`config.mk`:
```
export PLATFORM = sky130hd
export DESIGN_NAME = divider_bcd_out
export DESIGN_NICKNAME = d
export VERILOG_FILES = /design/src/rtl/divider_bcd_out.sv
export SDC_FILE = /design/constraint.sdc
export NUM_CORES = 1
export LEC_CHECK = 0
export BUFFER_PORTS_ARGS = -buffer_cell sky130_fd_sc_hd__buf_2
export CORE_MARGIN = 2
export CORE_UTILIZATION = 39
export DETAILED_ROUTE_END_ITERATION = 6
export PLACE_DENSITY = 0.65
export SLEW_MARGIN = 40
export SYNTH_ARGS = -nofsm -noshare
export SYNTH_HDL_FRONTEND = slang
export SYNTH_SLANG_ARGS = --single-unit
```
`constraint.sdc`:
```
create_clock -name clk -period 2.2 [get_ports clk]
set_input_delay 0.22 -clock clk [delete_from_list [all_inputs] [get_ports clk]]
set_output_delay 0.22 -clock clk [all_outputs]
set_load 0.1 [all_outputs]
```
`src/rtl/divider_bcd_out.sv`:
```
// Sequential double-dabble converter: quotient and remainder to packed BCD with valid/ack handshake.
// Optional leading-zero blanking outputs are enabled with `define DIVIDER_BCD_BLANK_EN.
module divider_bcd_out #(
  parameter int nBit = 7,
  parameter int NDIG = 3
) (
  input  logic                clk,
  input  logic                reset,
  input  logic                start,
  input  logic [nBit-1:0]     Q,
  input  logic [nBit-1:0]     R,
  input  logic                ack,
  output logic [4*NDIG-1:0]   q_bcd,
  output logic [4*NDIG-1:0]   r_bcd,
  output logic                valid,
  output logic                busy
`ifdef DIVIDER_BCD_BLANK_EN
  ,
  output logic [NDIG-1:0]     q_blank,
  output logic [NDIG-1:0]     r_blank
`endif
);

  localparam int SW = 4 * NDIG;
  localparam int CW = $clog2(nBit + 1);

  typedef enum logic [1:0] {IDLE, SHIFT, LATCH, DONE} state_t;

  state_t          state;
  logic [nBit-1:0] q_bin;
  logic [nBit-1:0] r_bin;
  logic [SW-1:0]   q_scr;
  logic [SW-1:0]   r_scr;
  logic [CW-1:0]   cnt;
  logic [SW-1:0]   q_corr;
  logic [SW-1:0]   r_corr;
  logic            capture;

  // Per-digit add-3 correction; digits never carry into each other.
  function automatic logic [SW-1:0] add3(input logic [SW-1:0] s);
    logic [SW-1:0] c;
    c = s;
    for (int i = 0; i < NDIG; i++) begin
      if (s[4*i +: 4] >= 4'd5)
        c[4*i +: 4] = s[4*i +: 4] + 4'd3;
    end
    return c;
  endfunction

`ifdef DIVIDER_BCD_BLANK_EN
  // Bit i set when digit i and every higher digit are zero; the ones digit is never blanked.
  function automatic logic [NDIG-1:0] blank_of(input logic [SW-1:0] d);
    logic [NDIG-1:0] b;
    logic            z;
    b = '0;
    z = 1'b1;
    for (int i = NDIG - 1; i >= 1; i--) begin
      z    = z & (d[4*i +: 4] == 4'd0);
      b[i] = z;
    end
    return b;
  endfunction
`endif

  assign q_corr  = add3(q_scr);
  assign r_corr  = add3(r_scr);
  // A new conversion is accepted from IDLE, or from DONE when the result is acked on the same edge.
  assign capture = start && ((state == IDLE) || ((state == DONE) && ack));

  always_ff @(posedge clk) begin
    if (!reset) begin
      state <= IDLE;
      q_bin <= '0;
      r_bin <= '0;
      q_scr <= '0;
      r_scr <= '0;
      cnt   <= '0;
      q_bcd <= '0;
      r_bcd <= '0;
      valid <= 1'b0;
      busy  <= 1'b0;
`ifdef DIVIDER_BCD_BLANK_EN
      q_blank <= '0;
      r_blank <= '0;
`endif
    end else if (capture) begin
      q_bin <= Q;
      r_bin <= R;
      q_scr <= '0;
      r_scr <= '0;
      cnt   <= CW'(nBit);
      valid <= 1'b0;
      busy  <= 1'b1;
      state <= SHIFT;
    end else begin
      case (state)
        SHIFT: begin
          q_scr <= {q_corr[SW-2:0], q_bin[nBit-1]};
          r_scr <= {r_corr[SW-2:0], r_bin[nBit-1]};
          q_bin <= q_bin << 1;
          r_bin <= r_bin << 1;
          cnt   <= cnt - 1'b1;
          if (cnt == CW'(1))
            state <= LATCH;
        end
        LATCH: begin
          q_bcd <= q_scr;
          r_bcd <= r_scr;
`ifdef DIVIDER_BCD_BLANK_EN
          q_blank <= blank_of(q_scr);
          r_blank <= blank_of(r_scr);
`endif
          valid <= 1'b1;
          busy  <= 1'b0;
          state <= DONE;
        end
        DONE: begin
          if (ack) begin
            valid <= 1'b0;
            state <= IDLE;
          end
        end
        default: ;
      endcase
    end
  end

endmodule

```
==> flow_summary.json <==
{
  "vias": 2599,
  "wl_per_cell_microns": 12.1,
  "root_buffer": "clkbuf_8",
  "clock_skew_ns": 0.00723,
  "total_power_w": 0.00296,
  "cts_hold_buf": 0,
  "pre_cts_ws_ns": 0.428,
  "cts-htree-levels": 3,
  "regToRegSetupSlack_ns": 0.43,
  "initial_core_util_pct": 39.5,
  "grt_pass1_wl_microns": 11300,
  "antenna_cells": 0,
  "fin_setup_tns_ns": 0,
  "crit_fanout": 32,
  "status": "finished clean",
  "clock-sinks": 69,
  "drcViolationCount": 0,
  "hold-path-cell-count": 2,
  "cts_setup_buffers": 0,
  "worstMarginPinSlew_ns": 0.499,
  "rows": 34,
  "ff2ff_path_depth": 6,
  "yosysWarnings": 0,
  "cp.required_ns": 2.46,
  "period_needed_ns": 1.77,
  "hp-start": "Q[4]",
  "path_delay_family": "simple AND/OR/NAND/NOR gates",
  "cp_num_buf_inv": 1,
  "synth.avg_cell_area_sq_um": 9.39,
  "syn_inst": 362,
  "portBuffers": 43,
  "overflow": 0,
  "synth_edf_count": 0,
  "clock.fmax_mhz": 567,
  "maxSlewViolCount": 0,
  "setup_slack_ns": 0.435,
  "path_cells": "inv_1, ha_1, a21o_2, nand2_4, nand2_4, a211oi_1",
  "initialDrtViolationCount": 122,
  "syn_nets": 398,
  "ys_types": 35,
  "power_density_mw_per_mm2": 760,
  "cpMaxStageDelayCell": "dfxtp_1",
  "slew_headroom_pct": 67.0,
  "crit-reg2reg-capture": "q_scr[2]",
  "synth_top_flop_cell": "dfxtp_1",
  "crit_type": "reg -> reg",
  "drv_cap": 0,
  "synth_seq_area_share_pct": 40.6,
  "async_flop_share_pct": 0,
  "syn_to_final_growth_pct": 14.4,
  "coreArea_sq_mm": 0.00859,
  "dpl.cell_count": 497,
  "dieArea_sq_mm": 0.00948,
  "start_kind": "flip-flop",
  "hold_viol": 0,
  "antenna_found_initial": 0,
  "drtAntennaViolNets": 0,
  "fin_crit_sh_pct": 80.2,
  "grt_usage_pct": 14.4,
  "first_global_vias": 2506,
  "clkTransAtPathRegs_ns": 0.07,
  "final_cells": 513,
  "peakVddDrop_uv": 418,
  "fp.dieH_microns": 97.3,
  "clk-insertion-delay-late_ns": 0.35,
  "grt_max_degree": 33,
  "netlist_area_sq_mm": 0.00340,
  "endpoint_kind": "flip-flop",
  "cts_tree": "yes",
  "place.gp.congestion": 0.776,
  "final_cell_area_sq_mm": 0.00389,
  "numCtsBuffers": 9,
  "via_per_inst": 5.07,
  "post_cts_resized": 0,
  "die_x_microns": 97.3,
  "drtPass1Iterations": 4,
  "wl_microns": 6220,
  "rsz0062_at_grt": "false",
  "ys_ff_latch": 69,
  "place_area_sq_mm": 0.00364,
  "critPathArrivalTime_ns": 2.03,
  "setup-violations-final": 0,
  "cpMostUsedCell": "nand2_4",
  "reg2reg_from": "state[0]",
  "io_pins": 44,
  "fill_cells": 855,
  "cpPeakStageDelay_ns": 0.39,
  "hpwl_microns": 4240,
  "hold_class": "in -> reg",
  "drive_gt1_share_pct": 17.5,
  "cts_buffer_depth": 2,
  "num-nets-final": 436,
  "p_leak_nw": 1.54,
  "hold_end": "q_bin[4]"
}
## flip-flops by register name, summed over array words and instances, names as in the netlist
signal  flops
busy        1
cnt         3
q_bcd      12
q_bin       7
q_scr      12
r_bcd      12
r_bin       7
r_scr      12
state       2
valid       1
## cells by family after synthesis
group / Yosys count / synth area share (%)
adder cells (fa/ha/maj): 18 / 6.63
buffers and inverters: 38 / 6.19
multiplexers: 41 / 12.1
XOR/XNOR: 2 / 0.516
AO/OA/AOI/OAI: 95 / 18.8
AND/OR/NAND/NOR: 99 / 15.1
flip-flops: 69 / 40.6
## cell type report
type	count	area (sq um)	share of cell area [%]
Timing Repair Buffer	48	253	6.50
Clock buffer	13	179	4.60
Multi-Input combinational cell	255	1810	46.6
Tap cell	108	135	3.48
Sequential cell	69	1380	35.5
Clock inverter	3	65.1	1.67
Inverter	17	63.8	1.64
## synth_stat cells (9+ instances only)
| cell type | instances | share of area [%] |
|---|---|---|
| nand2b_1 | 9 | 1.7 |
| nor2_1 | 19 | 2.1 |
| o21ai_0 | 23 | 3.4 |
| nor2b_1 | 29 | 5.3 |
| o211a_1 | 12 | 3.5 |
| nand2_1 | 27 | 3.0 |
| dfxtp_1 | 69 | 41 |
| ha_1 | 18 | 6.6 |
| a21oi_1 | 25 | 3.7 |
| mux2i_1 | 41 | 12 |
| a211oi_1 | 9 | 2.0 |
| inv_1 | 16 | 1.8 |
## stage by stage
stage	utilization, %	hold WS (ns)
finish	45.2	0.109
global route	45.2	0.0941
CTS	45.2	0.0911
detailed placement	42.4	0.469
global placement	42.4	0.460
floorplan	-	0.376
## worst max-delay path by stage
stage               depth (start not counted)  startpoint  slack, ns   endpoint
finish                                      6    state[0]       0.43   q_scr[2]
global route                                6    state[1]       0.21   r_scr[5]
CTS                                         6    state[1]       0.42   q_scr[5]
detailed placement                          6    state[0]       0.43   q_scr[2]
global placement                            6    state[0]       0.51  r_scr[10]
floorplan                                   7    state[1]       0.82   q_bin[5]
## layer usage
layer	global-route usage (%)	wire length [microns]
met5	0	0
met4	7.59	121
met3	4.24	279
met2	22.8	2870
met1	17.7	2940
## power by group
part	leakage, nW	internal, W	total, W	switching [W]
logic	0.852	0.000158	0.000393	0.000235
clock network	0.126	0.000760	0.00122	0.000462
registers	0.561	0.00130	0.00134	0.0000375
total	1.54	0.00222	0.00296	0.000734
## cell usage in the layout (no fill, tap or decap), types with 12 or more instances in the layout
cell	Yosys	final
dfxtp_1	69	69
nor2_1	19	19
inv_1	16	16
a21oi_1	25	25
mux2i_1	41	41
ha_1	18	17
nand2_1	27	27
buf_2	6	43
o211a_1	12	12
o21ai_0	23	23
clkbuf_8	0	13
nor2b_1	29	29
Power figures use the tool's default switching activity.
